`config.mk`:
```
export PLATFORM = sky130hd
export DESIGN_NAME = tiny_processor_core_flat
export DESIGN_NICKNAME = d
export VERILOG_FILES = /design/src/rtl/tiny_processor_core_if.sv /design/src/rtl/tiny_processor_core.sv /design/src/flat_wrapper.sv
export SDC_FILE = /design/constraint.sdc
export NUM_CORES = 1
export LEC_CHECK = 0
export CORE_MARGIN = 5
export CORE_UTILIZATION = 40
export DETAILED_ROUTE_END_ITERATION = 7
export GPL_TIMING_DRIVEN = 0
export PLACE_DENSITY = 0.53
export REMOVE_ABC_BUFFERS = 1
export SYNTH_ARGS = -nofsm -noshare
export SYNTH_HDL_FRONTEND = slang
export SYNTH_SLANG_ARGS = --single-unit
```
`constraint.sdc`:
```
create_clock -name clk -period 10.9 [get_ports clk]
set_clock_uncertainty 0.05 [all_clocks]
set_input_delay 2.18 -clock clk [delete_from_list [all_inputs] [get_ports clk]]
set_output_delay 2.18 -clock clk [all_outputs]
set_load 0.01 [all_outputs]
```
`src/rtl/tiny_processor_core_if.sv`:
```
// Bundle of program-load, control and observation signals of the tiny
// accumulator core. The host drives through 'master', the core sits on 'slave'.
interface tiny_processor_core_if #(
  parameter int DATA_W = 8,
  parameter int ADDR_W = 4
);

  logic                prog_we;
  logic [ADDR_W-1:0]   prog_addr;
  logic [ADDR_W+3:0]   prog_data;
  logic                start;
  logic                stop;
  logic                step;
  logic [1:0]          state_out;
  logic [ADDR_W-1:0]   pc_out;
  logic [DATA_W-1:0]   acc_out;
  logic [ADDR_W-1:0]   dbg_addr;
  logic [DATA_W-1:0]   dbg_data;
  logic                st_valid;
  logic [ADDR_W-1:0]   st_addr;
  logic [DATA_W-1:0]   st_data;

  modport master (
    output prog_we, prog_addr, prog_data, start, stop, step, dbg_addr,
    input  state_out, pc_out, acc_out, dbg_data, st_valid, st_addr, st_data
  );

  modport slave (
    input  prog_we, prog_addr, prog_data, start, stop, step, dbg_addr,
    output state_out, pc_out, acc_out, dbg_data, st_valid, st_addr, st_data
  );

endinterface

```
`src/rtl/tiny_processor_core.sv`:
```
// Single-cycle accumulator processor with host-loadable instruction memory,
// a run/pause/step/halt controller, a combinational debug read port on the
// data memory and a registered store-observation strobe.
// Instruction word is {operand[ADDR_W-1:0], opcode[3:0]}. DATA_W must be
// at least ADDR_W so immediates can be sign-extended into the accumulator.
module tiny_processor_core #(
  parameter int DATA_W  = 8,
  parameter int ADDR_W  = 4,
  parameter bit WRAP_EN = 1'b0
) (
  input  logic                 clk,
  input  logic                 rst,
  tiny_processor_core_if.slave bus
);

  localparam int DEPTH   = 1 << ADDR_W;
  localparam int INSTR_W = ADDR_W + 4;

  localparam logic [3:0] OP_ADD  = 4'h0;
  localparam logic [3:0] OP_SUB  = 4'h1;
  localparam logic [3:0] OP_AND  = 4'h2;
  localparam logic [3:0] OP_OR   = 4'h3;
  localparam logic [3:0] OP_XOR  = 4'h4;
  localparam logic [3:0] OP_SHL  = 4'h5;
  localparam logic [3:0] OP_SHR  = 4'h6;
  localparam logic [3:0] OP_NOP  = 4'h7;
  localparam logic [3:0] OP_ADDI = 4'h8;
  localparam logic [3:0] OP_LDI  = 4'h9;
  localparam logic [3:0] OP_LD   = 4'hA;
  localparam logic [3:0] OP_ST   = 4'hB;
  localparam logic [3:0] OP_JMP  = 4'hC;
  localparam logic [3:0] OP_BNEZ = 4'hD;
  localparam logic [3:0] OP_BEQZ = 4'hE;
  localparam logic [3:0] OP_HALT = 4'hF;

  localparam logic [INSTR_W-1:0] HALT_WORD = {{ADDR_W{1'b0}}, OP_HALT};
  localparam logic [ADDR_W-1:0]  PC_LAST   = {ADDR_W{1'b1}};

  typedef enum logic [1:0] {
    IDLE  = 2'b00,
    RUN   = 2'b01,
    PAUSE = 2'b10,
    HALT  = 2'b11
  } state_t;

  state_t              r_state;
  state_t              w_nextState;

  logic [INSTR_W-1:0]  r_imem [DEPTH];
  logic [DATA_W-1:0]   r_dmem [DEPTH];
  logic [ADDR_W-1:0]   r_pc;
  logic [DATA_W-1:0]   r_acc;
  logic                r_stValid;
  logic [ADDR_W-1:0]   r_stAddr;
  logic [DATA_W-1:0]   r_stData;

  logic [INSTR_W-1:0]  w_instr;
  logic [3:0]          w_opcode;
  logic [ADDR_W-1:0]   w_operand;
  logic [DATA_W-1:0]   w_imm;
  logic [DATA_W-1:0]   w_memOperand;
  logic                w_shiftTooFar;
  logic [DATA_W-1:0]   w_nextAcc;
  logic [ADDR_W-1:0]   w_nextPc;
  logic                w_jumpTaken;
  logic                w_isHalt;
  logic                w_isStore;
  logic                w_execHalts;
  logic                w_exec;
  logic                w_restart;
  logic                w_imemWrite;

  // Fetch and field extraction for the instruction at the current pc.
  assign w_instr       = r_imem[r_pc];
  assign w_opcode      = w_instr[3:0];
  assign w_operand     = w_instr[INSTR_W-1:4];
  assign w_imm         = DATA_W'($signed(w_operand));
  assign w_memOperand  = r_dmem[w_operand];
  assign w_shiftTooFar = (int'(w_operand) >= DATA_W);

  // Control decode: stop outranks start, start outranks step; stop only
  // matters in RUN and step only in PAUSE. Host writes are locked out in RUN.
  assign w_exec      = ((r_state == RUN) && !bus.stop) ||
                       ((r_state == PAUSE) && !bus.start && bus.step);
  assign w_restart   = ((r_state == IDLE) || (r_state == HALT)) && bus.start;
  assign w_imemWrite = bus.prog_we && (r_state != RUN);

  // Execute datapath: the accumulator result and control-flow effect of
  // the current instruction, applied only on cycles where w_exec is set.
  always_comb begin
    w_nextAcc   = r_acc;
    w_jumpTaken = 1'b0;
    w_isHalt    = 1'b0;
    w_isStore   = 1'b0;
    case (w_opcode)
      OP_ADD:  w_nextAcc = r_acc + w_memOperand;
      OP_SUB:  w_nextAcc = r_acc - w_memOperand;
      OP_AND:  w_nextAcc = r_acc & w_memOperand;
      OP_OR:   w_nextAcc = r_acc | w_memOperand;
      OP_XOR:  w_nextAcc = r_acc ^ w_memOperand;
      OP_SHL:  w_nextAcc = w_shiftTooFar ? '0 : (r_acc << w_operand);
      OP_SHR:  w_nextAcc = w_shiftTooFar ? '0 : (r_acc >> w_operand);
      OP_NOP:  w_nextAcc = r_acc;
      OP_ADDI: w_nextAcc = r_acc + w_imm;
      OP_LDI:  w_nextAcc = w_imm;
      OP_LD:   w_nextAcc = w_memOperand;
      OP_ST:   w_isStore = 1'b1;
      OP_JMP:  w_jumpTaken = 1'b1;
      OP_BNEZ: w_jumpTaken = (r_acc != '0);
      OP_BEQZ: w_jumpTaken = (r_acc == '0);
      OP_HALT: w_isHalt = 1'b1;
      default: w_nextAcc = r_acc;
    endcase
  end

  // Next pc and halt detection; falling off the last address halts in
  // place unless wrap-around is enabled.
  always_comb begin
    w_nextPc    = r_pc + 1'b1;
    w_execHalts = 1'b0;
    if (w_isHalt) begin
      w_nextPc    = r_pc;
      w_execHalts = 1'b1;
    end else if (w_jumpTaken) begin
      w_nextPc = w_operand;
    end else if ((r_pc == PC_LAST) && !WRAP_EN) begin
      w_nextPc    = r_pc;
      w_execHalts = 1'b1;
    end
  end

  // Controller state register.
  always_ff @(posedge clk or posedge rst) begin
    if (rst) r_state <= IDLE;
    else     r_state <= w_nextState;
  end

  // Controller next-state logic.
  always_comb begin
    w_nextState = r_state;
    case (r_state)
      IDLE, HALT: begin
        if (bus.start) w_nextState = RUN;
      end
      RUN: begin
        if (bus.stop)         w_nextState = PAUSE;
        else if (w_execHalts) w_nextState = HALT;
      end
      PAUSE: begin
        if (bus.start)                     w_nextState = RUN;
        else if (bus.step && w_execHalts)  w_nextState = HALT;
      end
      default: w_nextState = IDLE;
    endcase
  end

  // Controller outputs and observation ports, all driven from registers
  // except the combinational debug read.
  always_comb begin
    bus.state_out = r_state;
    bus.pc_out    = r_pc;
    bus.acc_out   = r_acc;
    bus.dbg_data  = r_dmem[bus.dbg_addr];
    bus.st_valid  = r_stValid;
    bus.st_addr   = r_stAddr;
    bus.st_data   = r_stData;
  end

  // Program counter and accumulator: cleared on restart, retired on execute.
  always_ff @(posedge clk or posedge rst) begin
    if (rst) begin
      r_pc  <= '0;
      r_acc <= '0;
    end else if (w_restart) begin
      r_pc  <= '0;
      r_acc <= '0;
    end else if (w_exec) begin
      r_pc  <= w_nextPc;
      r_acc <= w_nextAcc;
    end
  end

  // Data memory: cleared by reset, written by an executed ST.
  always_ff @(posedge clk or posedge rst) begin
    if (rst) begin
      for (int i = 0; i < DEPTH; i++) r_dmem[i] <= '0;
    end else if (w_exec && w_isStore) begin
      r_dmem[w_operand] <= r_acc;
    end
  end

  // Instruction memory: reset fills it with HALT, host loads it while stopped.
  always_ff @(posedge clk or posedge rst) begin
    if (rst) begin
      for (int i = 0; i < DEPTH; i++) r_imem[i] <= HALT_WORD;
    end else if (w_imemWrite) begin
      r_imem[bus.prog_addr] <= bus.prog_data;
    end
  end

  // Store strobe: one-cycle pulse after each executed ST, address/data held.
  always_ff @(posedge clk or posedge rst) begin
    if (rst) begin
      r_stValid <= 1'b0;
      r_stAddr  <= '0;
      r_stData  <= '0;
    end else begin
      r_stValid <= w_exec && w_isStore;
      if (w_exec && w_isStore) begin
        r_stAddr <= w_operand;
        r_stData <= r_acc;
      end
    end
  end

endmodule

```
`src/flat_wrapper.sv`:
```
// flat-port wrapper written by rule: the top's interface ports become plain ports
module tiny_processor_core_flat 
#(
  parameter int DATA_W  = 8,
  parameter int ADDR_W  = 4,
  parameter bit WRAP_EN = 1'b0
)
  (clk, rst, bus_prog_we, bus_prog_addr, bus_prog_data, bus_start, bus_stop, bus_step, bus_dbg_addr, bus_state_out, bus_pc_out, bus_acc_out, bus_dbg_data, bus_st_valid, bus_st_addr, bus_st_data);
  tiny_processor_core_if #(.DATA_W(DATA_W), .ADDR_W(ADDR_W)) bus_i ();
  input  logic clk;
  input  logic rst;
  input wire logic [$bits(bus_i.prog_we)-1:0] bus_prog_we;
  input wire logic [$bits(bus_i.prog_addr)-1:0] bus_prog_addr;
  input wire logic [$bits(bus_i.prog_data)-1:0] bus_prog_data;
  input wire logic [$bits(bus_i.start)-1:0] bus_start;
  input wire logic [$bits(bus_i.stop)-1:0] bus_stop;
  input wire logic [$bits(bus_i.step)-1:0] bus_step;
  input wire logic [$bits(bus_i.dbg_addr)-1:0] bus_dbg_addr;
  output wire logic [$bits(bus_i.state_out)-1:0] bus_state_out;
  output wire logic [$bits(bus_i.pc_out)-1:0] bus_pc_out;
  output wire logic [$bits(bus_i.acc_out)-1:0] bus_acc_out;
  output wire logic [$bits(bus_i.dbg_data)-1:0] bus_dbg_data;
  output wire logic [$bits(bus_i.st_valid)-1:0] bus_st_valid;
  output wire logic [$bits(bus_i.st_addr)-1:0] bus_st_addr;
  output wire logic [$bits(bus_i.st_data)-1:0] bus_st_data;
  assign bus_i.prog_we = bus_prog_we;
  assign bus_i.prog_addr = bus_prog_addr;
  assign bus_i.prog_data = bus_prog_data;
  assign bus_i.start = bus_start;
  assign bus_i.stop = bus_stop;
  assign bus_i.step = bus_step;
  assign bus_i.dbg_addr = bus_dbg_addr;
  assign bus_state_out = bus_i.state_out;
  assign bus_pc_out = bus_i.pc_out;
  assign bus_acc_out = bus_i.acc_out;
  assign bus_dbg_data = bus_i.dbg_data;
  assign bus_st_valid = bus_i.st_valid;
  assign bus_st_addr = bus_i.st_addr;
  assign bus_st_data = bus_i.st_data;
  tiny_processor_core #(.DATA_W(DATA_W), .ADDR_W(ADDR_W), .WRAP_EN(WRAP_EN)) u_core (.clk(clk), .rst(rst), .bus(bus_i));
endmodule
```
==> impl_metrics.csv, run 1 <==
group,metric,value,unit
layout,multi_input_area,8410,sq um
yosys,syn-cell-area,16200,sq um
layout,fin_util,45.9,%
layout,antenna_cells,0,
yosys,synth.distinct_cells,74,
yosys,yosysSeqAreaShare,44.2,%
yosys,ys_ff_latch,283,
clock_network,cts_resized,0,
yosys,synth-compound-area-share,9.68,%
detailed_routing,wl_per_cell,22.8,um
yosys,ys.flop_type,"dfrtp_1",
place,place_hpwl,28.9,mm
clock_network,clock_latency,0.54,ns
worst_setup_path,crit_arrival,7.79,ns
clock_network,clk_path_buf_depth,3,
power,switching_share,42.0,%
timing,min_period,7.45,ns
power,p_comb_share,52.6,%
global_routing,grt_max_degree,102,
yosys,yosysTopAreaCell,"dfrtp_1",
floorplan,core,39900,sq um
yosys,synth.mux.area_fraction,28.2,%
clock_network,ctsHtreeMaxLevel,2,
floorplan,rows,73,
timing,setup_viol,0,
floorplan,dieArea,44600,sq um
floorplan,start_util,40.6,%
timing,rsz0062_at_grt,"no",
global_routing,overflow,0,
place,dp_cells,1915,
worst_hold_path,hold_class,"reg2reg",
global_routing,grt.total_usage,20.3,%
worst_setup_path,startpoint_type,"flip-flop",
power,internal-power,3.30,mW
yosys,synth_edf_count,0,
worst_setup_path,path_max_fanout,19,
power,vdd_drop_max,0.000184,V
layout,seqCellArea,7170,sq um
detailed_routing,dr_total_vias,11400,
timing,max_freq,134,MHz
power,total_power,5.68,mW
place,port_buffers,56,
clock_network,cts_root_buf,"clkbuf_16",
timing,worstMarginPinSlew,1.17,ns
worst_setup_path,critPathMaxStageDelay,1.01,ns
layout,fillers,3667,
timing,setup_tns,0,ns
clock_network,clock-sinks,283,
timing,slew_viol_final,0,
layout,final_layout_size_suffix_gt1_share,27.3,%
yosys,avgSynthCellArea,11.4,sq um
timing,period_share,68.3,%
yosys,synthSimpleGateAreaFrac,11.4,%
detailed_routing,postRouteAntennaNets,0,
global_routing,grt_first_pass_wirelength,70.5,mm
detailed_routing,drc,0,
timing,max_slew_margin,21.9,%
global_routing,grt_pass1_vias,11400,
worst_setup_path,cp_cell_sequence,"mux4_2 -> mux2i_4 -> mux2i_1 -> mux2i_1 -> o22ai_1 -> nor2_2 -> inv_1 -> ha_1 -> or3_1 -> o211ai_1 -> ha_1 -> a21oi_1 -> o21bai_1 -> a21oi_1 -> o21bai_1 -> a21oi_1 -> o22a_1 -> o311ai_1 -> nor4b_2 -> mux2i_1 -> nor3_2",
layout,syn2layout_area_growth,13.1,%
run,drv_cap,0,
floorplan,die_x,211,um
power,switchingPower,2.39,mW
place,post-place-ws,3.57,ns
clock_network,cts_tree,"done",
outcome,outcome,"complete, no violations",
yosys,async_reset_ff_share,100,%
yosys,ys_top_cells_by_area,"dfrtp_1 (34%), mux2_2 (12%), dfstp_2 (10%)",
clock_network,numCtsBuffers,35,
yosys,yosysTopAreaCellShare,33.8,%
yosys,synth_top_family_by_area,"multiplexers",
timing,hold_violations,0,
place,gp_congestion,0.857,
clock_network,postCtsHoldBufs,0,
global_routing,antenna_found_initial,1,
detailed_routing,viasPerCell,5.79,
power,leakage,7.42,nW
power,p_seq_share,27.7,%
power,power_frac_clock,19.7,%
yosys,synth_warnings,0,
clock_network,clk_pin_slew,0.06,ns
worst_setup_path,worstSetupPathType,"reg2reg",
floorplan,die_h,211,um
layout,final_nets,1476,
worst_setup_path,end_kind,"flip-flop",
clock_network,post_cts_buffers,0,
layout,finalNonFillerCells,1974,
power,pwr_density_cell,310,nW/um^2
yosys,synth_adder_area_share,2.13,%
yosys,synth_cells,1423,
timing,setup_ws,3.45,ns
detailed_routing,drt-total-wl,45.0,mm
worst_setup_path,worst_ep_required_time,11.24,ns
yosys,synth_xor_area_share,0.270,%
detailed_routing,drt_pass1_iterations,6,
detailed_routing,drt_iter0_drc,896,
floorplan,ios,57,
worst_setup_path,critical_path.slowest_cell,"dfrtp_1",
[worst max-delay path: cells and delay by family, from the launching register on]
kind                     cells  cell delay, ns
AND/OR/NAND/NOR              4            1.29
AO/OA/AOI/OAI                9            1.74
multiplexers                 5            2.41
buffers and inverters        1            0.19
flip-flops                   1            1.01
adder cells (fa/ha/maj)      2            0.55
[cells by family after synthesis]
kind of cell	count (synthesis)
buffers and inverters	130
adder cells (fa/ha/maj)	27
multiplexers	336
AND/OR/NAND/NOR	382
XOR/XNOR	5
AO/OA/AOI/OAI	260
flip-flops	283
[power groups by stage]
stage | sequential, mW | clock, mW | combinational (mW)
3_5_place_dp | 1.59 | 0 | 2.97
5_1_grt | 1.61 | 1.20 | 3.26
3_3_place_gp | 1.64 | 0 | 2.83
4_1_cts | 1.58 | 1.16 | 2.98
2_1_floorplan | 1.57 | 0 | 2.00
6_report | 1.57 | 1.12 | 2.99
[worst paths after layout]
kind                                                   from                                end  slack (ns)  cells past startpoint
min in group asynchronous                               rst      u_core.r_dmem[42]$_DFFE_PP0P_        2.14                      2
min reg2reg                  u_core.r_imem[110]$_DFFE_PP0P_     u_core.r_imem[110]$_DFFE_PP0P_        0.45                      1
max reg2reg                u_core.bus.pc_out[3]$_DFFE_PP0P_  u_core.bus.acc_out[7]$_DFFE_PP0P_        3.45                     21
max                        u_core.bus.pc_out[3]$_DFFE_PP0P_  u_core.bus.acc_out[7]$_DFFE_PP0P_        3.45                     21
min                          u_core.r_imem[110]$_DFFE_PP0P_     u_core.r_imem[110]$_DFFE_PP0P_        0.45                      1
max in group asynchronous                               rst  u_core.bus.st_data[3]$_DFFE_PP0P_        7.67                      3
[registers in the layout, indices dropped and copies added (netlist names)]
register and cells:
u_core.r_dmem 128, u_core.r_imem 128, u_core.bus.acc_out 8, u_core.bus.st_data 8, u_core.bus.pc_out 4, u_core.bus.st_addr 4
u_core.bus.state_out 2, u_core.bus.st_valid 1
[layer usage]
metal	GRT usage [%]	vias to the layer above	wire (um)
met4	5.16	2	794
met3	3.04	62	2240
met5	0	-	13
met1	29.1	5809	20400
met2	32.6	316	21500
li1	-	5236	-
[layout by cell type, fill, tap and decap left out, types with 6 or more instances in the layout]
master	instances
ha_1	26
clkbuf_16	36
and3_1	6
nand2b_1	13
o211ai_1	8
clkdlybuf4s50_1	54
buf_16	6
a31oi_1	20
a22oi_1	7
mux4_2	74
a211o_1	7
clkbuf_1	10
inv_1	21
nand3b_1	17
nand2_1	182
clkbuf_8	6
nor3b_1	21
nor2_1	56
a211oi_1	9
mux2_2	166
o21ai_0	146
nand3_1	31
nor2b_1	12
nand4_1	12
mux2i_1	83
buf_12	7
dfrtp_1	216
a21oi_1	23
dfstp_2	64
[metrics by stage]
step / area [sq um] / hold WS, ns
after floorplan: 15600 / 0.411
after global placement: 16800 / 0.430
after global routing: 18300 / 0.465
after CTS: 18300 / 0.448
final: 18300 / 0.447
after detailed placement: 17200 / 0.436
[synthesized netlist by cell type, drive strengths merged (4+ instances only)]
library cell	number
a21oi	23
and2	4
o21bai	4
nor3b	22
nand3	31
a31oi	20
and3	6
mux2i	87
nor2	57
dfrtp	219
or2	6
mux4	77
ha	26
a211o	7
nor3	7
o21ai	149
o211ai	8
a211oi	9
nand3b	18
a221oi	5
buf	37
clkbuf	67
a22oi	7
or3	5
nand2	182
nor2b	12
nand4	13
mux2	172
inv	23
dfstp	64
nor4	4
nand2b	13
[final cells by class]
cell class / count / area share [%]
Clock buffer: 52 / 5.58
Clock inverter: 7 / 0.410
Inverter: 26 / 0.574
Multi-Input combinational cell: 1010 / 45.9
Sequential cell: 283 / 39.1
Tap cell: 525 / 3.59
Timing Repair Buffer: 71 / 4.78
No activity file was read; power rests on OpenSTA's default activity.
==> run 2: changes to the inputs <==
Settings changed: PLACE_DENSITY 0.53 to 0.55.
Clock period 10.9 ns to 6.7 ns, I/O delays scaled along.
==> run 2 against run 1 <==
  * Die area stayed put
  * Combinational power is 68% higher
  * Sequential power is 64% higher
  * Sequential share of layout area is 0.23 points lower
  * Global-route usage is 0.12 points higher
  * Design area is 0.69% higher
  * Critical path depth is 2 higher
  * Register-to-register slack worse by 3.0 ns
  * First-iteration DRC count is 12% lower
  * Via count is 0.50% higher
  * Critical endpoint unchanged
  * Largest cell class unchanged
==> impl_metrics.csv, run 2 (synthesis gave the netlist of run 1 again) <==
group,metric,value,unit
clock_network,cts_tree,"done",
detailed_routing,wl_per_cell,23.0,um
place,place_area,17200,sq um
floorplan,die_h,211,um
global_routing,overflow,0,
floorplan,rows,73,
worst_hold_path,min_to,"u_core.r_imem[78]$_DFFE_PP0P_",
clock_network,cts_root_buf,"clkbuf_16",
clock_network,clk_pin_slew,0.06,ns
floorplan,ios,57,
run,drv_cap,0,
detailed_routing,drt_iter0_drc,788,
timing,min_period,6.23,ns
detailed_routing,drc,0,
timing,slew_viol_final,0,
timing,rsz0062_at_grt,"no",
timing,period_share,93.0,%
power,power_frac_clock,19.7,%
worst_setup_path,path_common_cell,"mux2i_1",
layout,final_nets,1485,
detailed_routing,drt_pass1_iterations,5,
power,pwr_density_cell,513,nW/um^2
clock_network,ctsHtreeMaxLevel,2,
floorplan,die_x,211,um
timing,max_slew_margin,16.8,%
outcome,outcome,"complete, no violations",
layout,top_regs,"u_core.r_dmem: 128 flops, u_core.r_imem: 128 flops",
power,internal-power,5.47,mW
timing,worstMarginPinSlew,1.25,ns
power,leakage,7.48,nW
floorplan,dieArea,44600,sq um
worst_hold_path,hold_class,"reg2reg",
detailed_routing,drt-total-wl,45.6,mm
place,dp_cells,1914,
layout,syn2layout_area_growth,13.9,%
layout,final_cell_mix,"dfrtp_1 (215), nand2_1 (182), mux2_2 (166)",
detailed_routing,postRouteAntennaNets,0,
floorplan,core,39900,sq um
power,vdd_drop_max,0.000237,V
clock_network,clk_path_buf_depth,3,
detailed_routing,viasPerCell,5.79,
worst_setup_path,critPathMaxStageDelay,0.67,ns
global_routing,grt_first_pass_wirelength,70.7,mm
floorplan,start_util,40.6,%
global_routing,grt_max_degree,133,
place,port_buffers,56,
global_routing,grt_pass1_vias,11500,
power,switching_share,42.2,%
worst_setup_path,reg2regPathDepth,23,
worst_setup_path,critical_path.slowest_cell,"mux4_2",
worst_setup_path,cp_cell_sequence,"buf_12 -> mux4_2 -> mux2i_4 -> buf_16 -> mux2i_1 -> mux2i_1 -> o22ai_1 -> nor2_4 -> inv_1 -> ha_1 -> or3_1 -> o211ai_1 -> ha_1 -> a21oi_1 -> o21bai_1 -> a21oi_1 -> o21bai_1 -> a21oi_2 -> o22a_1 -> o311ai_1 -> nor4b_2 -> mux2i_1 -> nor3_2",
place,gp_congestion,0.872,
layout,layout.cells.most_common,"dfrtp_1",
timing,max_freq,160,MHz
power,p_comb_share,53.1,%
worst_setup_path,startpoint_type,"flip-flop",
worst_hold_path,hp-start,"u_core.r_imem[78]$_DFFE_PP0P_",
global_routing,antenna_found_initial,1,
timing,setup_viol,0,
worst_setup_path,path_max_fanout,21,
power,p_seq_share,27.2,%
layout,finalNonFillerCells,1984,
clock_network,clock-sinks,283,
worst_setup_path,crit_arrival,6.57,ns
global_routing,grt.total_usage,20.4,%
worst_setup_path,r2r-end,"u_core.bus.acc_out[7]$_DFFE_PP0P_",
worst_hold_path,whs_path_depth,1,
clock_network,numCtsBuffers,35,
worst_setup_path,worst_ep_required_time,7.04,ns
clock_network,clock_latency,0.53,ns
worst_setup_path,crit_start,"u_core.bus.pc_out[0]$_DFFE_PP0P_",
worst_setup_path,worstSetupPathType,"reg2reg",
worst_setup_path,r2r_setup_slack,0.47,ns
worst_setup_path,end_kind,"flip-flop",
detailed_routing,dr_total_vias,11500,
layout,final_layout_size_suffix_gt1_share,28.2,%
layout,fin_area,18400,sq um
place,place_hpwl,28.6,mm
timing,hold_violations,0,
power,switchingPower,4.00,mW
worst_setup_path,crit-reg2reg-launch,"u_core.bus.pc_out[0]$_DFFE_PP0P_",
## run 2: what timing repair did
| item | CTS | global route |
|---|---|---|
| endpoints found under the setup margin | 1 | 1 |
| buffers inserted | 4 | 6 |
| endpoints found under the hold margin | 0 | 0 |
| resized for setup | 7 | 4 |
| hold buffers | 0 | 0 |
| pin swaps | 1 | 0 |
## run 2: worst max-delay path by stage
stage,end
final,u_core.bus.acc_out[7]$_DFFE_PP0P_
after floorplan,u_core.bus.acc_out[0]$_DFFE_PP0P_
after detailed placement,u_core.bus.acc_out[7]$_DFFE_PP0P_
after global routing,u_core.bus.acc_out[7]$_DFFE_PP0P_
after CTS,u_core.bus.acc_out[7]$_DFFE_PP0P_
after global placement,u_core.bus.acc_out[7]$_DFFE_PP0P_
## run 2: per-layer routing
| metal | part of all wire [%] | up-vias | GRT usage (%) | routed length (um) |
|---|---|---|---|---|
| li1 | - | 5274 | - | - |
| met1 | 45 | 5828 | 28.8 | 20500 |
| met2 | 46 | 302 | 32.4 | 21100 |
| met3 | 5.8 | 78 | 3.88 | 2660 |
| met4 | 2.8 | 0 | 5.86 | 1270 |
| met5 | 0 | - | 0 | 0 |
## run 2: area by class of cell
type | count | area (sq um)
fill | 3677 | 21500
multi-input combinational | 1010 | 8430
sequential | 283 | 7170
clock buffer | 50 | 1030
timing repair buffer | 80 | 941
tap | 525 | 657
inverter | 26 | 108
clock inverter | 9 | 85.1
antenna | 1 | 2.50
## run 2: worst max-delay path, delay by kind of cell (launching register included)
family / cells / cell delay [ns]
AOI/OAI and AO/OA: 9 / 1.58
buffers and inverters: 3 / 0.63
DFF: 1 / 0.60
muxes: 5 / 1.60
and+or+nand+nor: 4 / 1.08
adders and majority gates: 2 / 0.54
## run 2: power groups by stage
| stage | sequential [mW] | combinational, mW | clock, mW |
|---|---|---|---|
| detailed placement | 2.59 | 4.84 | 0 |
| CTS | 2.57 | 4.95 | 1.91 |
| global route | 2.63 | 5.43 | 1.97 |
| floorplan | 2.56 | 3.25 | 0 |
| global placement | 2.67 | 4.60 | 0 |
| finish | 2.57 | 5.03 | 1.86 |
## run 2: metrics by stage
step	hold slack, ns	worst slack (ns)	utilization, %	TNS (ns)	total power, mW
global route	0.465	0.0606	46.2	0	10.0
floorplan	0.411	-2.39	-	-544.72	5.81
global placement	0.428	-6.83	42.2	-1929.89	7.27
CTS	0.450	0.0349	46.0	0	9.43
finish	0.447	0.468	46.2	0	9.47
detailed placement	0.437	-0.765	43.1	-0.765	7.44
